$ cat config.mk
export PLATFORM = sky130hd
export DESIGN_NAME = seq_chunk_adder_flat
export DESIGN_NICKNAME = d
export VERILOG_FILES = /design/src/rtl/seq_chunk_adder_if.sv /design/src/rtl/seq_chunk_adder.sv /design/src/flat_wrapper.sv
export SDC_FILE = /design/constraint.sdc
export NUM_CORES = 1
export LEC_CHECK = 0
export CAP_MARGIN = 15
export CORE_ASPECT_RATIO = 0.9
export CORE_MARGIN = 2
export CORE_UTILIZATION = 29
export DETAILED_ROUTE_END_ITERATION = 12
export PLACE_DENSITY = 0.59
export REMOVE_ABC_BUFFERS = 1
export SETUP_SLACK_MARGIN = 0.15
export SYNTH_ARGS = -nofsm -noshare
export SYNTH_HDL_FRONTEND = slang
export SYNTH_SLANG_ARGS = --single-unit
$ cat constraint.sdc
create_clock -name clk -period 3.5 [get_ports clk]
set_clock_uncertainty 0.1 [all_clocks]
set_input_delay 1.05 -clock clk [delete_from_list [all_inputs] [get_ports clk]]
set_output_delay 1.05 -clock clk [all_outputs]
set_load 0.02 [all_outputs]
$ cat src/rtl/seq_chunk_adder_if.sv
// Start/busy/done bus of the chunked adder/subtractor.
// The controller drives operands; the adder drives flags and result.
interface seq_chunk_adder_if #(
  parameter int WIDTH = 16
);
  logic             start;
  logic             sub;
  logic             cin;
  logic [WIDTH-1:0] a;
  logic [WIDTH-1:0] b;
  logic             busy;
  logic             done;
  logic [WIDTH-1:0] sum;
  logic             cout;
  logic             overflow;

  modport master (
    output start, sub, cin, a, b,
    input  busy, done, sum, cout, overflow
  );

  modport slave (
    input  start, sub, cin, a, b,
    output busy, done, sum, cout, overflow
  );
endinterface

$ cat src/rtl/seq_chunk_adder.sv
// Multi-cycle adder/subtractor: CHUNK bits per clock
// through a registered carry, with start/busy/done handshake.
module seq_chunk_adder #(
  parameter int WIDTH = 16,
  parameter int CHUNK = 4
) (
  input  logic             clk,
  input  logic             rst,
  seq_chunk_adder_if.slave bus
);
  localparam int NCHUNK = WIDTH / CHUNK;
  localparam int IW = (NCHUNK > 1) ? $clog2(NCHUNK) : 1;
  localparam logic [IW-1:0] LAST = IW'(NCHUNK - 1);

  typedef enum logic {IDLE, RUN} state_t;

  state_t           state_q, state_d;
  logic [WIDTH-1:0] a_q, a_d;
  logic [WIDTH-1:0] b_q, b_d;
  logic [WIDTH-1:0] sum_q, sum_d;
  logic [IW-1:0]    idx_q, idx_d;
  logic             carry_q, carry_d;
  logic             busy_q, busy_d;
  logic             done_q, done_d;
  logic             cout_q, cout_d;
  logic             ovf_q, ovf_d;

  logic [CHUNK-1:0] a_ch;
  logic [CHUNK-1:0] b_ch;
  logic [CHUNK-1:0] s_ch;
  logic             c_ch;
  logic             c_msb;

  always_comb begin
    a_ch = a_q[int'(idx_q)*CHUNK +: CHUNK];
    b_ch = b_q[int'(idx_q)*CHUNK +: CHUNK];
    {c_ch, s_ch} = {1'b0, a_ch} + {1'b0, b_ch}
                 + (CHUNK+1)'(carry_q);
    // carry into a sum bit is recoverable as a ^ b ^ s
    c_msb = a_ch[CHUNK-1] ^ b_ch[CHUNK-1] ^ s_ch[CHUNK-1];
  end

  always_comb begin
    state_d = state_q;
    a_d     = a_q;
    b_d     = b_q;
    sum_d   = sum_q;
    idx_d   = idx_q;
    carry_d = carry_q;
    busy_d  = busy_q;
    done_d  = 1'b0;
    cout_d  = cout_q;
    ovf_d   = ovf_q;
    unique case (state_q)
      IDLE: begin
        if (bus.start) begin
          a_d     = bus.a;
          b_d     = bus.sub ? ~bus.b : bus.b;
          carry_d = bus.sub ? 1'b1 : bus.cin;
          idx_d   = '0;
          busy_d  = 1'b1;
          state_d = RUN;
        end
      end
      RUN: begin
        sum_d[int'(idx_q)*CHUNK +: CHUNK] = s_ch;
        carry_d = c_ch;
        idx_d   = idx_q + 1'b1;
        if (idx_q == LAST) begin
          idx_d   = '0;
          cout_d  = c_ch;
          ovf_d   = c_ch ^ c_msb;
          busy_d  = 1'b0;
          done_d  = 1'b1;
          state_d = IDLE;
        end
      end
    endcase
  end

  always_ff @(posedge clk or posedge rst) begin
    if (rst) begin
      state_q <= IDLE;
      a_q     <= '0;
      b_q     <= '0;
      sum_q   <= '0;
      idx_q   <= '0;
      carry_q <= 1'b0;
      busy_q  <= 1'b0;
      done_q  <= 1'b0;
      cout_q  <= 1'b0;
      ovf_q   <= 1'b0;
    end else begin
      state_q <= state_d;
      a_q     <= a_d;
      b_q     <= b_d;
      sum_q   <= sum_d;
      idx_q   <= idx_d;
      carry_q <= carry_d;
      busy_q  <= busy_d;
      done_q  <= done_d;
      cout_q  <= cout_d;
      ovf_q   <= ovf_d;
    end
  end

  assign bus.busy     = busy_q;
  assign bus.done     = done_q;
  assign bus.sum      = sum_q;
  assign bus.cout     = cout_q;
  assign bus.overflow = ovf_q;
endmodule

$ cat src/flat_wrapper.sv
// flat-port wrapper written by rule: the top's interface ports become plain ports
module seq_chunk_adder_flat 
#(
  parameter int WIDTH = 16,
  parameter int CHUNK = 4
)
  (clk, rst, bus_start, bus_sub, bus_cin, bus_a, bus_b, bus_busy, bus_done, bus_sum, bus_cout, bus_overflow);
  seq_chunk_adder_if #(.WIDTH(WIDTH)) bus_i ();
  input  logic clk;
  input  logic rst;
  input wire logic [$bits(bus_i.start)-1:0] bus_start;
  input wire logic [$bits(bus_i.sub)-1:0] bus_sub;
  input wire logic [$bits(bus_i.cin)-1:0] bus_cin;
  input wire logic [$bits(bus_i.a)-1:0] bus_a;
  input wire logic [$bits(bus_i.b)-1:0] bus_b;
  output wire logic [$bits(bus_i.busy)-1:0] bus_busy;
  output wire logic [$bits(bus_i.done)-1:0] bus_done;
  output wire logic [$bits(bus_i.sum)-1:0] bus_sum;
  output wire logic [$bits(bus_i.cout)-1:0] bus_cout;
  output wire logic [$bits(bus_i.overflow)-1:0] bus_overflow;
  assign bus_i.start = bus_start;
  assign bus_i.sub = bus_sub;
  assign bus_i.cin = bus_cin;
  assign bus_i.a = bus_a;
  assign bus_i.b = bus_b;
  assign bus_busy = bus_i.busy;
  assign bus_done = bus_i.done;
  assign bus_sum = bus_i.sum;
  assign bus_cout = bus_i.cout;
  assign bus_overflow = bus_i.overflow;
  seq_chunk_adder #(.WIDTH(WIDTH), .CHUNK(CHUNK)) u_core (.clk(clk), .rst(rst), .bus(bus_i));
endmodule
==> results of run 1 <==
## per-stage QoR
step | instances | util | hold slack, ns
finish | 402 | 0.383 | 0.380
global route | 402 | 0.383 | 0.412
CTS | 402 | 0.383 | 0.390
detailed placement | 395 | 0.374 | 0.369
global placement | 395 | 0.374 | 0.356
floorplan | 211 | - | 0.345
## cells in the final DEF (no fill, tap or decap), types with 8 or more instances in the layout
cell and instances:
clkdlybuf4s50_1 56, dfrtp_1 56, nand2_1 38, o21ai_0 25, xnor2_1 19, ha_1 9, mux2_1 8, a22o_1 8
mux4_2 8, mux2_2 8
## sequential cells by signal, indices dropped and copies added (netlist names), 2 cells and up
signal	count
u_core.idx_q	2
u_core.bus.sum	16
u_core.b_q	16
u_core.a_q	16
## critical path: cells and delay by family, from the launching register on
kind,cells,cell delay [ns]
fa+ha+maj,2,0.86
mux,1,0.55
compound gates,3,0.49
flops,1,0.46
xor+xnor,1,0.15
## final cells by class
cell class | count | area (µm²) | share of cell area
tap | 122 | 153 | 0.0443
timing repair buffer | 62 | 618 | 0.179
clock buffer | 6 | 72.6 | 0.0210
inverter | 7 | 26.3 | 0.00762
multi-input combinational | 148 | 1170 | 0.340
clock inverter | 1 | 5.00 | 0.00145
sequential | 56 | 1400 | 0.406
## power groups by stage
stage               clock, mW  sequential [mW]  combinational [mW]
finish                  0.328             1.11                1.69
CTS                     0.342             1.11                1.73
global placement            0             1.12                1.70
global route            0.376             1.15                1.88
floorplan                   0             1.21                1.05
detailed placement          0             1.13                1.72
## kinds of logic after synthesis
family	after synthesis	share of synthesized area
multiplexers	24	0.136
buffers and inverters	17	0.0302
AO/OA/AOI/OAI	44	0.104
XOR/XNOR	19	0.0627
AND/OR/NAND/NOR	50	0.0816
adder cells (fa/ha/maj)	11	0.0575
flip-flops	56	0.528
## path summary, 6_finish.rpt
check,cells after the start,end,slack (ns),start
min,2,u_core.b_q[12]$_DFFE_PP0P_,0.38,u_core.b_q[12]$_DFFE_PP0P_
min reg2reg,2,u_core.b_q[12]$_DFFE_PP0P_,0.38,u_core.b_q[12]$_DFFE_PP0P_
max reg2reg,7,u_core.bus.overflow$_DFFE_PP0P_,0.79,u_core.idx_q[0]$_DFFE_PP0P_
min in group asynchronous,3,u_core.a_q[4]$_DFFE_PP0P_,1.01,rst
max in group asynchronous,3,u_core.b_q[12]$_DFFE_PP0P_,2.04,rst
max,7,u_core.bus.overflow$_DFFE_PP0P_,0.79,u_core.idx_q[0]$_DFFE_PP0P_
## per-layer routing
layer  part of all wire  vias to the layer above  track usage
li1                   -                      881            -
met1               0.48                      832        0.153
met2               0.46                       41        0.193
met3              0.049                        8       0.0283
met4              0.012                        0       0.0333
met5                  0                        -            0
==> results by group, run 1 <==
Status
  – Status: finished clean

Global route
  – Number of global-route vias before repair: roughly 1.9k
  – Initial antenna violation count: 0
  – First-pass GRT wire length: 9140 µm
  – Largest net degree at the start of global routing: 57
  – Total GRT Usage: 0.117
  – GR Overflow Total: 0

STA
  – Final worst-path cycle share: 0.775
  – Slew Viols, Final: 0
  – Final min period: 2.71 ns
  – Setup tns final: 0 ns
  – Setup ws final: roughly 0.8 ns
  – Peak Freq: around 370 MHz
  – Max-slew headroom: 0.695
  – Final setup fails: 0
  – Final hold violations: 0
  – RSZ-0062 raised after global routing: no
  – Worst Max-Slew Pin Slew: ~0.45 ns

Floorplan
  – Row count: 33
  – Die area: around 9900 µm²
  – Core Footprint: roughly 9000 µm²
  – Die Wd: 105 µm
  – I/O Pins: 57
  – Initial Utilization: 0.295
  – Die Ht: ~95 µm

Cells and area
  – Ant diodes: 0
  – Area grow syn2layout: 29.9%
  – Share of layout cells above drive strength 1: 0.121
  – Fin area: roughly 3400 µm²
  – Final-stage net count: 328
  – Fillers: approximately 940

Power and ir drop
  – VDD IR max: roughly 0.3 mV
  – Cell Pwr Density: around 900 nW/µm²
  – Switch Pwr: approximately 1.3 mW
  – Clock power frac: 0.105
  – P_leak: roughly 1.5 nW
  – Fraction of power consumed by combinational cells: 0.540
  – Sequential power share: 0.355
  – Power, Total: 3.12 mW
  – Switch share: 0.402
  – Power Internal: around 1.9 mW

CTS
  – CTS tree: yes
  – Hold-fix buffers, CTS: 0
  – Clock Latency Late Sink: 0.30 ns
  – Clock Pin Slew Worst Setup and Hold Paths: about 0.090 ns
  – Root buf cell: clkbuf_8
  – Num CTS Buffers: 5
  – Post-CTS setup buffers: 0
  – # clock sinks: 56
  – Post-CTS sizing: 0
  – Clk buf depth: 2
  – Max H-tree Level: 2

Hold path
  – Worst Hold Class: flip-flop to flip-flop

Placement
  – Pre-CTS setup slack: roughly 0.7 ns
  – IO Port Bufs: 56
  – GP Congestion: just under 0.8
  – Dpl cell area: between 3000 and 4000 µm²
  – Post-DP HPWL: between 4000 and 5000 µm

Yosys
  – Post-synth top flop: dfrtp_1
  – Mapped Avg Cell Area: around 12 µm²
  – Register area share after synthesis: 0.528
  – Post-synth top area share: 0.528
  – Post-synth EDFFs: 0
  – Synth area leader: dfrtp_1
  – Ys async rst share: 1.00
  – Top post-synthesis cells by area: dfrtp_1, mux4_2, xnor2_1
  – Synthesis-stage register bit count: 56
  – Netlist Area Pre-Place: 2650 µm²
  – Synth Instances: 221
  – Count of cell types in the netlist: 30
  – Yosys warns: 0
  – Top-count cell post-synth: dfrtp_1
  – Synth cell count leaders: dfrtp_1, nand2_1, o21ai_0

Critical path
  – Setup crit end kind: flip-flop
  – Kind of critical path: flip-flop to flip-flop
  – WP data required: approximately 3.6 ns
  – Slowest stage delay, CP: about 0.55 ns
  – Nature of the critical path startpoint: flip-flop
  – Worst EP arrival: 2.81 ns
  – Worst-path cell chain: mux4_2 -> fa_1 -> fa_1 -> a21o_1 -> a21oi_1 -> xnor2_1 -> o21ai_1
  – Slowest cell on crit path: mux4_2
  – Crit path top cell by count: fa_1
  – CP Max Fanout: 4

Drt
  – First DRT Iteration DRCs: 52
  – Routed Antenna Nets: 0
  – TritonRoute pass-1 iters: 4
  – DRT Wirelength: a little over 5000 µm
  – Routed vias/inst: about 4.4
  – Vias: 1762
  – Wire length per cell: 12.9 µm
  – DR DRC count: 0

Job
  – Max-cap violations: 0
No activity file was read; power rests on OpenSTA's default activity.
==> inputs of run 2 (changes only) <==
==> constraint.sdc (replaced) <==
create_clock -name clk -period 2.7 [get_ports clk]
set_clock_uncertainty 0.1 [all_clocks]
set_input_delay 0.81 -clock clk [delete_from_list [all_inputs] [get_ports clk]]
set_output_delay 0.81 -clock clk [all_outputs]
set_load 0.02 [all_outputs]
==> results by group, run 2 (synthesized netlist as in run 1, its figures left out) <==
Drt
  – DRT Wirelength: 5380 µm
  – Routed vias/inst: around 4.3
  – TritonRoute pass-1 iters: 4
  – Met1 WL: ~2500 µm
  – Metal3 WL: 309 µm
  – Top Metal Used: met4
  – Wire length per cell: 13.2 µm
  – Vias: between 1.5k and 2k
  – DR DRC count: 0
  – Met2 wire length: approximately 2500 µm
  – First DRT Iteration DRCs: 55
  – Routed Antenna Nets: 0

Critical path
  – Nature of the critical path startpoint: flip-flop
  – Slowest stage delay, CP: roughly 0.53 ns
  – Critical path origin: u_core.idx_q[0]$_DFFE_PP0P_
  – Slowest cell on crit path: mux4_2
  – WP data required: about 2.8 ns
  – Worst-path cell chain: mux4_2 -> fa_2 -> fa_2 -> xnor2_1 -> o21ai_0
  – CP delay by family, top: adder cells
  – Kind of critical path: flip-flop to flip-flop
  – Crit path top cell by count: fa_2
  – Worst EP arrival: 2.59 ns
  – Setup crit end kind: flip-flop
  – R2r startpoint: u_core.idx_q[0]$_DFFE_PP0P_
  – CP Max Fanout: 4
  – CP bufs+invs: 0

Cells and area
  – Area grow syn2layout: 33.1%
  – Share of layout cells above drive strength 1: 0.158
  – Final-stage net count: 333
  – Ant diodes: 0
  – Most frequent cells in the layout: clkdlybuf4s50_1, dfrtp_1, nand2_1, o21ai_0, xnor2_1
  – Most common cell after layout, fill and taps aside: clkdlybuf4s50_1
  – Fillers: between 900 and 1k

Power and ir drop
  – P_leak: between 1 and 1.5 nW
  – Cell Pwr Density: between 1000 and 1500 nW/µm²
  – Power, Total: roughly 4.4 mW
  – VDD IR max: about 0.43 mV

STA
  – Setup tns final: 0 ns
  – Final worst-path cycle share: 0.929
  – RSZ-0062 raised after global routing: yes
  – Fin Hold WS: 0.387 ns
  – Final setup fails: 0
  – Peak Freq: around 400 MHz
  – Max-slew headroom: 0.698
  – Final min period: 2.51 ns
  – Setup ws final: 0.191 ns
  – Final hold violations: 0
  – Slew Viols, Final: 0
  – Worst Max-Slew Pin Slew: approximately 0.45 ns

Job
  – Max-cap violations: 0

Floorplan
  – Die area: roughly 9900 µm²
  – Row count: 33
  – Die Wd: between 100 and 150 µm
  – Core Footprint: about 9000 µm²
  – Initial Utilization: 0.295
  – I/O Pins: 57
  – Die Ht: approximately 95 µm

CTS
  – Clock Latency Late Sink: approximately 0.30 ns
  – # clock sinks: between 50 and 60
  – Num CTS Buffers: 5
  – Clock Pin Slew Worst Setup and Hold Paths: 0.10 ns
  – Clk buf depth: 2
  – Root buf cell: clkbuf_8
  – Max H-tree Level: 2
  – CTS tree: yes

Global route
  – Number of global-route vias before repair: between 1.5k and 2k
  – Largest net degree at the start of global routing: 51
  – Initial antenna violation count: 0
  – Total GRT Usage: 0.116
  – First-pass GRT wire length: slightly above 9000 µm
  – GR Overflow Total: 0

Hold path
  – Hold_sp: u_core.b_q[8]$_DFFE_PP0P_
  – Worst Hold Class: flip-flop to flip-flop

Placement
  – IO Port Bufs: 56
  – Pre-CTS setup slack: around 0.017 ns
  – Post-DP HPWL: 4100 µm
  – GP Congestion: 0.775

Status
  – Status: finished clean
[run 2: changes by cell type in the layout (fill, tap and decap cells not counted), moves of 2 or more]
cell,change
buf_12,+2
buf_4,+2
dfrtp_2,+2
fa_2,+2
dfrtp_1,-2
fa_1,-2
[run 2: timing repair]
action | CTS | global route
hold buffers | 0 | 0
pin swaps | 0 | 1
endpoints found under the setup margin | 11 | 9
buffers inserted | 0 | 4
resized for setup | 3 | 4
[run 2: through the flow]
step	cell area, µm²	utilization	cells
detailed placement	3400	0.378	396
global placement	3400	0.378	396
finish	3530	0.393	407
floorplan	2600	-	211
CTS	3490	0.388	403
global route	3530	0.393	407
[run 2: path summary, 6_finish.rpt]
| path | to | slack, ns | cells after the start |
|---|---|---|---|
| worst max-delay path | u_core.bus.sum[10]$_DFFE_PP0P_ | 0.19 | 5 |
| worst min-delay path | u_core.b_q[8]$_DFFE_PP0P_ | 0.39 | 2 |
| worst max register to register | u_core.bus.sum[10]$_DFFE_PP0P_ | 0.19 | 5 |
| worst min register to register | u_core.b_q[8]$_DFFE_PP0P_ | 0.39 | 2 |
| max in group asynchronous | u_core.idx_q[1]$_DFFE_PP0P_ | 1.24 | 3 |
| min in group asynchronous | u_core.bus.sum[9]$_DFFE_PP0P_ | 0.70 | 2 |
[run 2: power breakdown]
part | internal, mW | switching (mW)
Sequential | 1.22 | 0.222
Clock | 0.177 | 0.256
Combinational | 1.26 | 1.26
[run 2: final cells by class]
class,count,area [µm²],area share
Clock inverter,1,5.00,0.00142
Timing Repair Buffer,67,684,0.194
Sequential cell,56,1400,0.397
Tap cell,122,153,0.0432
Multi-Input combinational cell,148,1190,0.336
Clock buffer,6,72.6,0.0205
Inverter,7,26.3,0.00744
[run 2: metal layers]
metal	vias up	track usage
met1	816	0.152
met4	0	0.0300
met3	4	0.0352
met5	-	0
met2	44	0.189
li1	892	-
[run 2: tightest hold or removal path: cells and delay by family, from the launching register on]
kind               cells  cell delay (ns)
DFF                    1             0.35
AOI/OAI and AO/OA      1             0.06
and+or+nand+nor        1             0.05
==> inputs of run 3 (changes only) <==
--- a/config.mk
+++ b/config.mk
@@ -5,12 +5,14 @@
 export SDC_FILE = /design/constraint.sdc
 export NUM_CORES = 1
 export LEC_CHECK = 0
+export ABC_AREA = 1
 export CAP_MARGIN = 15
 export CORE_ASPECT_RATIO = 0.9
 export CORE_MARGIN = 2
 export CORE_UTILIZATION = 29
 export DETAILED_ROUTE_END_ITERATION = 12
-export PLACE_DENSITY = 0.59
+export HOLD_SLACK_MARGIN = 0.08
+export PLACE_DENSITY = 0.58
 export REMOVE_ABC_BUFFERS = 1
 export SETUP_SLACK_MARGIN = 0.15
 export SYNTH_ARGS = -nofsm -noshare
==> results by group, run 3 <==
Drt
  – Wire length per cell: between 10 and 15 µm
  – Routed vias/inst: ~4.5
  – DR DRC count: 0
  – Vias: approximately 2.2k
  – DRT Wirelength: roughly 6300 µm
  – First DRT Iteration DRCs: 96
  – Routed Antenna Nets: 0
  – TritonRoute pass-1 iters: 4

Yosys
  – Yosys warns: 0
  – Synth area leader: dfrtp_1
  – Mux share of post-synthesis cell area: 0
  – Largest family of logic cells by synthesized area: simple AND/OR/NAND/NOR gates
  – Count of cell types in the netlist: 23
  – Top-count cell post-synth: nand2_1
  – Post-synth top area share: 0.507
  – Synth Area in Simple Gates: 0.214
  – Top post-synthesis cells by area: dfrtp_1, nand2_1, o21ai_0
  – Synth cell count leaders: nand2_1, dfrtp_1, o21ai_0
  – Post-synth top flop: dfrtp_1
  – Netlist Area Pre-Place: ~2800 µm²
  – Post-synth EDFFs: 0
  – Compound-cell area share of the yosys netlist: 0.112
  – Synth Area in Adders: 0.0553
  – Mapped Avg Cell Area: just under 9 µm²
  – Synth Instances: about 320
  – Area share of xor/xnor cells in the synthesized design: 0.0539
  – Register area share after synthesis: 0.507
  – Ys async rst share: 1.00
  – Synthesis-stage register bit count: 56

Cells and area
  – Core Util, Final: 0.394
  – Ant diodes: 0
  – Most common cell after layout, fill and taps aside: nand2_1
  – Share of layout cells above drive strength 1: 0.0707
  – Most frequent cells in the layout: nand2_1, clkdlybuf4s50_1, dfrtp_1, o21ai_0, nor2_1
  – Fin area: 3610 µm²
  – Area grow syn2layout: 30.8%
  – Fillers: a little under 1k
  – Final-stage net count: approximately 430

Power and ir drop
  – Clock power frac: 0.132
  – Cell Pwr Density: between 1000 and 1500 nW/µm²
  – VDD IR max: 0.627 mV
  – Power Internal: approximately 2.5 mW
  – P_leak: between 1.5 and 2 nW
  – Fraction of power consumed by combinational cells: 0.542
  – Switch Pwr: between 1.5 and 2 mW
  – Sequential power share: 0.326
  – Switch share: 0.436

Floorplan
  – Die area: between 10000 and 15000 µm²
  – Initial Utilization: 0.301
  – Die Ht: a little under 100 µm
  – I/O Pins: 57
  – Die Wd: approximately 110 µm
  – Core Footprint: 9170 µm²
  – Row count: 33

Global route
  – Total GRT Usage: 0.126
  – Largest net degree at the start of global routing: 57
  – First-pass GRT wire length: between 10000 and 15000 µm
  – GR Overflow Total: 0
  – Initial antenna violation count: 0
  – Number of global-route vias before repair: roughly 2.2k

Status
  – Status: finished clean

STA
  – Slew Viols, Final: 0
  – RSZ-0062 raised after global routing: no
  – Final setup fails: 0
  – Peak Freq: ~420 MHz
  – Worst Max-Slew Pin Slew: around 0.7 ns
  – Final hold violations: 0
  – Final worst-path cycle share: 0.882
  – Final min period: approximately 2.4 ns
  – Setup tns final: 0 ns
  – Max-slew headroom: 0.543
  – Setup ws final: around 0.32 ns

CTS
  – Clk buf depth: 2
  – Clock Latency Late Sink: roughly 0.30 ns
  – Hold-fix buffers, CTS: 0
  – Clock Pin Slew Worst Setup and Hold Paths: about 0.1 ns
  – Root buf cell: clkbuf_8
  – Num CTS Buffers: 5
  – Max H-tree Level: 2
  – CTS tree: yes
  – # clock sinks: 56

Hold path
  – Hold path cells: 2
  – Worst Hold Class: flip-flop to flip-flop

Placement
  – Pre-CTS setup slack: roughly 0.088 ns
  – GP Congestion: between 0.8 and 0.9
  – Post-DP HPWL: roughly 4700 µm
  – Dpl cell area: approximately 3500 µm²
  – IO Port Bufs: 56

Critical path
  – Nature of the critical path startpoint: flip-flop
  – Setup crit end kind: flip-flop
  – Worst EP arrival: ~2.5 ns
  – Worst R2R Path Depth: 9
  – CP Max Fanout: 8
  – R2R Setup Slk: approximately 0.32 ns
  – Kind of critical path: flip-flop to flip-flop
  – WP data required: 2.82 ns

Job
  – Max-cap violations: 0
run 3: cell count changes in the layout (fill, tap and decap cells not counted), sizes merged, moves of 4 or more:
cell and change:
a22o -5, inv +10, mux2 -16, mux4 -8, nand2 +69, nand3 +10, nor2 +24, o21ai +17
o22ai +8, o31ai -4
run 3: final timing paths:
check,startpoint,end
hold reg to reg,u_core.a_q[5]$_DFFE_PP0P_,u_core.a_q[5]$_DFFE_PP0P_
setup / recovery,u_core.idx_q[0]$_DFFE_PP0P_,u_core.bus.sum[6]$_DFFE_PP0P_
setup reg to reg,u_core.idx_q[0]$_DFFE_PP0P_,u_core.bus.sum[6]$_DFFE_PP0P_
hold / removal,u_core.a_q[5]$_DFFE_PP0P_,u_core.a_q[5]$_DFFE_PP0P_
max in group asynchronous,rst,u_core.idx_q[0]$_DFFE_PP0P_
min in group asynchronous,rst,u_core.bus.sum[11]$_DFFE_PP0P_
run 3: layer usage:
metal	share of wire	vias up	GRT usage
met5	0	-	0
met4	0.011	0	0.0303
met3	0.038	6	0.0275
met2	0.47	42	0.214
met1	0.48	1055	0.166
li1	-	1146	-
run 3: critical path, cell delays in order, from the launching register on:
cell     delay [ns]
dfrtp_2        0.47
buf_4          0.15
nor2_1         0.10
o22ai_1        0.11
fa_2           0.38
fa_1           0.41
xnor2_1        0.17
nor2_1         0.16
nand2_1        0.09
o21ai_0        0.16
run 3: power groups by stage:
stage	registers [mW]	logic [mW]	clock network, mW
2_1_floorplan	1.56	1.43	0
4_1_cts	1.47	2.41	0.607
3_3_place_gp	1.47	2.35	0
3_5_place_dp	1.48	2.39	0
5_1_grt	1.51	2.77	0.640
6_report	1.46	2.43	0.591
run 3: logic make-up after synthesis:
kind of cell / Yosys count
AND/OR/NAND/NOR: 148
AO/OA/AOI/OAI: 57
flip-flops: 56
buffers and inverters: 30
XOR/XNOR: 17
adder cells (fa/ha/maj): 11
run 3: timing repair:
action | 4_1_cts | 5_1_grt
setup endpoints to repair | 4 | 7
pin swaps | 0 | 1
endpoints found under the hold margin | 0 | 0
setup buffers | 0 | 2
resized for setup | 1 | 5
run 3: final cells by class:
| class | instances | area, µm² | share of cell area |
|---|---|---|---|
| Clock buffer | 7 | 96.3 | 0.0267 |
| Clock inverter | 1 | 30.0 | 0.00831 |
| Inverter | 17 | 63.8 | 0.0177 |
| Multi-Input combinational cell | 233 | 1200 | 0.333 |
| Sequential cell | 56 | 1400 | 0.388 |
| Tap cell | 122 | 153 | 0.0423 |
| Timing Repair Buffer | 68 | 663 | 0.184 |
run 3: through the flow:
step	instances	hold slack, ns	power (mW)
6_report	504	0.378	4.49
4_1_cts	502	0.379	4.49
3_5_place_dp	494	0.353	3.87
5_1_grt	504	0.408	4.92
2_1_floorplan	306	0.337	2.99
3_3_place_gp	494	0.354	3.82
